==> config.mk <==
export PLATFORM = sky130hd
export DESIGN_NAME = can_cfg_sequencer
export DESIGN_NICKNAME = d
export VERILOG_FILES = /design/src/rtl/can_cfg_sequencer.sv
export SDC_FILE = /design/constraint.sdc
export NUM_CORES = 1
export LEC_CHECK = 0
export CELL_PAD_IN_SITES_DETAIL_PLACEMENT = 0
export CELL_PAD_IN_SITES_GLOBAL_PLACEMENT = 1
export CORE_MARGIN = 2
export CORE_UTILIZATION = 29
export DETAILED_ROUTE_END_ITERATION = 16
export PLACE_DENSITY = 0.91
export SLEW_MARGIN = 20
export SYNTH_ARGS = -nofsm -noshare
export SYNTH_HDL_FRONTEND = slang
export SYNTH_SLANG_ARGS = --single-unit
export TNS_END_PERCENT = 50
==> constraint.sdc <==
create_clock -name clk_i -period 4.7 [get_ports clk_i]
set_input_delay 0.94 -clock clk_i [delete_from_list [all_inputs] [get_ports clk_i]]
set_output_delay 0.94 -clock clk_i [all_outputs]
set_load 0.01 [all_outputs]
==> src/rtl/can_cfg_sequencer.sv <==
// Bring-up sequencer for one CAN register port: enter reset mode, program and verify
// the timing registers, leave reset mode, wait for bus idle; arbitrates host access otherwise.
module can_cfg_sequencer #(
    parameter int unsigned BIT_TIME_CLKS = 200,
    parameter int unsigned IDLE_BITS     = 11,
    parameter int unsigned MODE_ADDR     = 0,
    parameter int unsigned BTR0_ADDR     = 6,
    parameter int unsigned BTR1_ADDR     = 7
) (
    input  logic        clk_i,
    input  logic        reg_rst_i,
    input  logic        cfg_start_i,
    input  logic [31:0] cfg_btr0_i,
    input  logic [31:0] cfg_btr1_i,
    input  logic [31:0] cfg_mode_i,
    output logic        cfg_busy_o,
    output logic        cfg_done_o,
    output logic        cfg_err_o,
    input  logic        host_we_i,
    input  logic        host_re_i,
    input  logic [7:0]  host_addr_write_i,
    input  logic [7:0]  host_addr_read_i,
    input  logic [31:0] host_data_i,
    output logic [31:0] host_data_o,
    output logic        host_ack_o,
    output logic        can_reg_we_o,
    output logic        can_reg_re_o,
    output logic [7:0]  can_reg_addr_write_o,
    output logic [7:0]  can_reg_addr_read_o,
    output logic [31:0] can_reg_data_o,
    input  logic [31:0] can_reg_data_i
);

    localparam int unsigned IdleCycles = IDLE_BITS * BIT_TIME_CLKS;
    localparam int unsigned CntW       = $clog2(IdleCycles + 1);
    localparam logic [CntW-1:0] CntLast = CntW'(IdleCycles - 1);

    typedef enum logic [3:0] {
        StIdle, StEnterRst, StWrBtr0, StWrBtr1, StRdBtr0, StChkBtr0, StRdBtr1,
        StChkBtr1, StExitRst, StWaitIdle, StDone, StHWr, StHRd, StHRdw
    } state_e;

    state_e          state_q, state_d;
    logic [CntW-1:0] cnt_q, cnt_d;
    logic            err_q, err_d;
    logic [31:0]     host_data_q;

    logic        we_d, re_d;
    logic [7:0]  addr_wr_d, addr_rd_d;
    logic [31:0] data_d;

    always_comb begin
        state_d = state_q;
        cnt_d   = '0;
        err_d   = err_q;
        unique case (state_q)
            StIdle: begin
                if (cfg_start_i) begin
                    state_d = StEnterRst;
                    err_d   = 1'b0;
                end else if (host_we_i) begin
                    state_d = StHWr;
                end else if (host_re_i) begin
                    state_d = StHRd;
                end
            end
            StEnterRst: state_d = StWrBtr0;
            StWrBtr0:   state_d = StWrBtr1;
            StWrBtr1:   state_d = StRdBtr0;
            StRdBtr0:   state_d = StChkBtr0;
            StChkBtr0: begin
                if (can_reg_data_i != cfg_btr0_i) err_d = 1'b1;
                state_d = StRdBtr1;
            end
            StRdBtr1:   state_d = StChkBtr1;
            StChkBtr1: begin
                if (can_reg_data_i != cfg_btr1_i) err_d = 1'b1;
                // On a failed readback the controller is left in reset mode.
                state_d = err_d ? StDone : StExitRst;
            end
            StExitRst:  state_d = StWaitIdle;
            StWaitIdle: begin
                if (cnt_q == CntLast) begin
                    state_d = StDone;
                end else begin
                    cnt_d = cnt_q + 1'b1;
                end
            end
            StDone:     state_d = StIdle;
            StHWr:      state_d = StIdle;
            StHRd:      state_d = StHRdw;
            StHRdw:     state_d = StIdle;
            default:    state_d = StIdle;
        endcase
    end

    // Port strobes are decoded from the next state so the registered outputs line up
    // with the state that owns them.
    always_comb begin
        we_d      = 1'b0;
        re_d      = 1'b0;
        addr_wr_d = '0;
        addr_rd_d = '0;
        data_d    = '0;
        unique case (state_d)
            StEnterRst: begin
                we_d      = 1'b1;
                addr_wr_d = 8'(MODE_ADDR);
                data_d    = 32'h1;
            end
            StWrBtr0: begin
                we_d      = 1'b1;
                addr_wr_d = 8'(BTR0_ADDR);
                data_d    = cfg_btr0_i;
            end
            StWrBtr1: begin
                we_d      = 1'b1;
                addr_wr_d = 8'(BTR1_ADDR);
                data_d    = cfg_btr1_i;
            end
            StRdBtr0: begin
                re_d      = 1'b1;
                addr_rd_d = 8'(BTR0_ADDR);
            end
            StRdBtr1: begin
                re_d      = 1'b1;
                addr_rd_d = 8'(BTR1_ADDR);
            end
            StExitRst: begin
                we_d      = 1'b1;
                addr_wr_d = 8'(MODE_ADDR);
                data_d    = {cfg_mode_i[31:1], 1'b0};
            end
            StHWr: begin
                we_d      = 1'b1;
                addr_wr_d = host_addr_write_i;
                data_d    = host_data_i;
            end
            StHRd: begin
                re_d      = 1'b1;
                addr_rd_d = host_addr_read_i;
            end
            default: ;
        endcase
    end

    always_ff @(posedge clk_i or posedge reg_rst_i) begin
        if (reg_rst_i) begin
            state_q              <= StIdle;
            cnt_q                <= '0;
            err_q                <= 1'b0;
            host_data_q          <= '0;
            can_reg_we_o         <= 1'b0;
            can_reg_re_o         <= 1'b0;
            can_reg_addr_write_o <= '0;
            can_reg_addr_read_o  <= '0;
            can_reg_data_o       <= '0;
        end else begin
            state_q              <= state_d;
            cnt_q                <= cnt_d;
            err_q                <= err_d;
            if (state_q == StHRdw) host_data_q <= can_reg_data_i;
            can_reg_we_o         <= we_d;
            can_reg_re_o         <= re_d;
            can_reg_addr_write_o <= addr_wr_d;
            can_reg_addr_read_o  <= addr_rd_d;
            can_reg_data_o       <= data_d;
        end
    end

    // Read data is valid while in StHRdw, so pass it through alongside the ack.
    assign host_data_o = (state_q == StHRdw) ? can_reg_data_i : host_data_q;
    assign host_ack_o  = (state_q == StHWr) || (state_q == StHRdw);
    assign cfg_done_o  = (state_q == StDone);
    assign cfg_err_o   = err_q;
    assign cfg_busy_o  = !((state_q == StIdle) || (state_q == StHWr) ||
                           (state_q == StHRd) || (state_q == StHRdw));

endmodule

==> reports/results.tsv, run 1 <==
metric	value	unit
outcome	finished, final reports clean	
FP Rows	48	
grt ovf	0	
Total GRT Usage	20.9	%
CTS tree	built	
Post-Place Cells	936	
die height	136	um
yosys warns	0	
ys flop type	dfrtp_1	
Critical Path Start Type	flop	
post_cts resized	0	
final setup fails	0	
Initial Util	29.4	%
routed vias/inst	4.93	
Die Width	136	um
core area	17100	um2
Crit-path slowest cell	dfrtp_1	
syn avg cell area	10.9	um2
dpl hpwl	14.6	mm
CP peak stage delay	590	ps
critical path type	reg -> out	
postcts setup bufs	0	
share of the synthesized area in the top cell type	49.2	%
Post-Syn Nets	645	
post-synth top area cell	dfrtp_1	
Worst R2R End	can_reg_data_o[18]	
cells on worst reg2reg path	5	
CP required	3760	ps
synth top area cells	dfrtp_1 (49%), xor2_1 (10%), a222oi_1 (6.4%)	
RSZ-0062 raised after global routing	false	
Synth async-reset ratio	100	%
Hold Violations, Final	0	
Gate Count Post-Synth	463	
hold path endpoint	cnt_q[0]	
PD cells	474	nW/um2
initial antenna violation count	0	
CTS Hold Bufs	0	
share of layout cells above drive strength 1	9.08	%
hold crit path type	reg -> reg	
initial drt markers	399	
Post-synth EDFFs	0	
Reg clk slew, reported paths	60	ps
CTS sink cnt	99	
fin area	8190	um2
Yosys cell types	51	
CTS buffer count	9	
fin cells	952	
clock latency on the worst-skew pair	350	ps
largest net degree at the start of global routing	74	
First-pass DRT Iterations	5	
Slew HR	38.9	%
MaxCap Viol Count	0	
Final period util	81.9	%
Pins Over Slew Limit	0	
Peak Freq	260	MHz
Clock Path Buffers	2	
global-route wire length before repair	28.4	mm
min Tclk post-route	3850	ps
I/O Buffers	265	
setup TNS	0	ps
nets	904	
antenna cells	0	
H-tree depth	3	
Area Overhead vs Synth	62.7	%
Seq cells post-synth	99	
Worst-Margin Slew	917	ps
wire length per cell	20.1	um
vias in the first global route	4918	
routability cong.	0.852	
CP endpoint kind	output pin	
sequential share of the synthesized area	49.2	%
reg2reg start	state_q[2]	
I/O pin cnt	267	
worst vdd ir	0.230	mV
hold-critical path depth	1	
clk_skew	11.7	ps
Arrival @ worst endpoint	2910	ps
remaining antenna violation count	0	
R2R Setup Slk	2170	ps
peak fanout along the critical path	19	
area post-placement	7910	um2
DRC viols	0	
clock root cell	clkbuf_16	
crit path cell chain	nor2b_1 > nand3_2 > buf_4 > mux2_2 > clkdlybuf4s50_1	
Cell Area, Synth	5030	um2
total routed wirelength	19.1	mm
most frequent cell after synthesis	dfrtp_1	
min-delay src	cnt_q[0]	
routed via count	4696	
most frequent cells after synthesis	dfrtp_1 (99), xor2_1 (58), inv_1 (43)	
full die area	18400	um2
Static Leak	0.00345	uW
-- registers in the layout, indices dropped and copies added (netlist names) --
name / count
can_reg_addr_read_o: 8
cnt_q: 12
state_q: 4
cfg_err_o: 1
can_reg_we_o: 1
can_reg_addr_write_o: 8
can_reg_re_o: 1
host_data_q: 32
can_reg_data_o: 32
-- final cells by class --
| class | instances | area (um2) |
|---|---|---|
| clock buffer | 12 | 256 |
| clock inverter | 4 | 25.0 |
| fill | 1632 | 8930 |
| inverter | 43 | 164 |
| multi-input combinational | 298 | 2290 |
| sequential | 99 | 2480 |
| tap | 225 | 282 |
| timing repair buffer | 271 | 2700 |
-- power breakdown --
group,switching (uW),internal [uW]
combinational,840,1020
sequential,149,1160
clock,331,387
-- logic make-up (layout without fill, tap and decap cells) --
group | after synthesis | after routing | synth area share (%)
AOI/OAI and AO/OA | 96 | 96 | 14.4
xor gates and xnor gates | 68 | 68 | 11.8
adders and majority gates | 1 | 1 | 0.249
buffers and inverters | 66 | 330 | 5.74
DFF | 99 | 99 | 49.2
muxes | 28 | 28 | 6.26
and+or+nand+nor | 105 | 105 | 12.3
-- worst max-delay path, delay by kind of cell (launching register included) --
| kind | cells | cell delay (ps) |
|---|---|---|
| buffers and inverters | 2 | 980 |
| and+or+nand+nor | 2 | 720 |
| DFF | 1 | 590 |
| muxes | 1 | 260 |
-- cells in the final DEF (no fill, tap or decap), drive strengths merged, types with 4 or more instances in the layout --
cell,Yosys,layout
a21o,4,4
a21oi,4,4
a222oi,32,32
and2,10,10
buf,13,6
clkbuf,10,12
clkdlybuf4s50,0,265
dfrtp,99,99
inv,43,43
mux2,28,28
nand2,14,14
nand2b,5,5
nand3,5,5
nand4,7,7
nand4b,4,4
nor2,26,26
nor3,8,8
nor4,11,11
o21ai,37,37
xnor2,10,10
xor2,58,58
-- stage by stage --
step	util [%]	worst slack, ps	total power [uW]	hold WS, ps
CTS	47.8	827	3930	465
detailed placement	46.2	1210	3190	456
global route	47.8	687	4110	478
floorplan	-	1170	2130	433
global placement	46.2	1220	3160	451
finish	47.8	849	3880	467
-- layer usage --
metal / track usage, % / vias up / routed length (um)
li1: - / 2181 / -
met1: 26.0 / 2277 / 8070
met2: 35.6 / 212 / 9170
met3: 4.23 / 26 / 1480
met4: 7.81 / 0 / 425
met5: 0 / - / 0
-- how the worst max path moves through the flow --
stage	start	to	slack, ps	depth (start not counted)
global placement	state_q[0]	host_data_o[4]	1220	5
finish	state_q[0]	host_data_o[4]	850	5
global route	state_q[0]	host_data_o[26]	690	5
CTS	state_q[0]	host_data_o[19]	830	5
floorplan	reg_rst_i	can_reg_addr_read_o[0]	1170	1
detailed placement	state_q[0]	host_data_o[4]	1210	5
(Power assumes the default switching activity.)
==> run 2, diff against run 1 <==
clock period = 3.71 ns   (was 4.7 ns; I/O delays follow)
==> reports/results.tsv, run 2 (synthesis gave the netlist of run 1 again) <==
metric	value	unit
CP endpoint kind	output pin	
Critical Path Start Type	flop	
sequential group share of total power	33.1	%
Pins Over Slew Limit	0	
Peak Freq	305	MHz
pre-CTS worst setup slack	474	ps
Arrival @ worst endpoint	2530	ps
postcts setup bufs	0	
CTS sink cnt	99	
routed via count	4701	
combinational power share	47.3	%
sw power	1670	uW
global-route wire length before repair	28.2	mm
share of layout cells above drive strength 1	9.19	%
MaxCap Viol Count	0	
I/O pin cnt	267	
nets	906	
Total GRT Usage	20.7	%
Die Width	136	um
H-tree depth	3	
final setup fails	0	
biggest regs	can_reg_data_o: 32 flops, host_data_q: 32 flops, cnt_q: 12 flops	
min-delay src	cnt_q[0]	
setup TNS	0	ps
reg2reg start	state_q[3]	
CTS Hold Bufs	0	
commonest non-fill, non-tap cells in the layout	clkdlybuf4s50_1 (265), dfrtp_1 (99), xor2_1 (58)	
Post-Place Cells	938	
fin cells	954	
switching portion of total power	33.3	%
Initial Util	29.4	%
core area	17100	um2
PD cells	606	nW/um2
CP required	2970	ps
clock root cell	clkbuf_16	
cells on worst reg2reg path	5	
CTS tree	built	
outcome	finished, final reports clean	
Worst-Margin Slew	706	ps
RSZ-0062 raised after global routing	false	
dpl hpwl	14.7	mm
antenna cells	0	
Static Leak	0.00348	uW
vias in the first global route	4797	
First-pass DRT Iterations	5	
worst vdd ir	0.291	mV
Area Overhead vs Synth	64.0	%
routability cong.	0.882	
fin area	8250	um2
Reg clk slew, reported paths	70	ps
area post-placement	7950	um2
wire length per cell	19.8	um
R2R Setup Slk	1320	ps
I/O Buffers	265	
post_cts resized	0	
DRC viols	0	
grt ovf	0	
die height	136	um
Slew HR	53.0	%
initial antenna violation count	0	
Clock Path Buffers	2	
Clk network pwr share	19.6	%
full die area	18400	um2
initial drt markers	439	
Worst R2R End	can_reg_data_o[18]	
clk_skew	8.13	ps
CTS buffer count	9	
largest net degree at the start of global routing	60	
FP Rows	48	
routed vias/inst	4.93	
total routed wirelength	18.9	mm
most common cell after layout, fill and taps aside	clkdlybuf4s50_1	
critical path type	reg -> out	
Final period util	88.3	%
hold-critical path depth	1	
peak fanout along the critical path	36	
hold path endpoint	cnt_q[0]	
hold crit path type	reg -> reg	
Hold Violations, Final	0	
post-route setup slack	435	ps
remaining antenna violation count	0	
min Tclk post-route	3270	ps
Internal Pwr Total	3330	uW
clock latency on the worst-skew pair	340	ps
==> run 2: cell count changes in the layout (fill, tap and decap cells not counted) <==
cell	before	now
bufinv_16	0	1
clkinv_2	2	0
clkbuf_1	1	2
clkinv_4	0	1
buf_12	0	2
clkinvlp_4	2	1
==> run 2: layout make-up <==
| cell class | count | area (um2) |
|---|---|---|
| Clock inverter | 3 | 46.3 |
| Clock buffer | 13 | 260 |
| Multi-Input combinational cell | 298 | 2290 |
| Sequential cell | 99 | 2480 |
| Fill cell | 1631 | 8860 |
| Tap cell | 225 | 282 |
| Inverter | 43 | 164 |
| Timing Repair Buffer | 273 | 2740 |
==> run 2: per-stage QoR <==
stage                     hold slack [ps]  power, uW  utilization, %
after floorplan                       433       2700               -
after global placement                451       4020            46.4
after detailed placement              458       4050            46.4
after CTS                             467       5050            48.2
after global routing                  489       5300            48.2
final                                 466       5000            48.2
==> run 2: power groups by stage <==
stage	Combinational (uW)	Sequential (uW)	Clock (uW)
after floorplan	1010	1690	0
after global placement	2360	1660	0
after detailed placement	2370	1680	0
after CTS	2380	1660	1010
after global routing	2540	1700	1060
final	2360	1650	980
==> run 2: worst max-delay path by stage <==
stage                        from                     end  slack [ps]  cells after the start
2_1_floorplan           reg_rst_i  can_reg_addr_read_o[0]         380                      1
3_5_place_dp   can_reg_data_i[30]      can_reg_data_o[12]         470                      6
5_1_grt                state_q[0]          host_data_o[8]         320                      5
3_3_place_gp   can_reg_data_i[30]      can_reg_data_o[12]         500                      6
6_report               state_q[0]         host_data_o[25]         440                      5
4_1_cts                state_q[0]          host_data_o[2]         460                      5
==> run 2: worst max-delay path: stages, from the launching register on <==
cell             delay, ps
dfrtp_1                600
nor2b_1                340
nand3_2                130
buf_12                 210
o21ai_0                250
clkdlybuf4s50_1        630
==> run 2: layer usage <==
metal	up-vias	part of all wire, %	global-route usage [%]
li1	2183	-	-
met1	2241	41	25.8
met2	244	48	34.7
met3	33	8.8	5.16
met4	0	2.4	7.70
met5	-	0	0
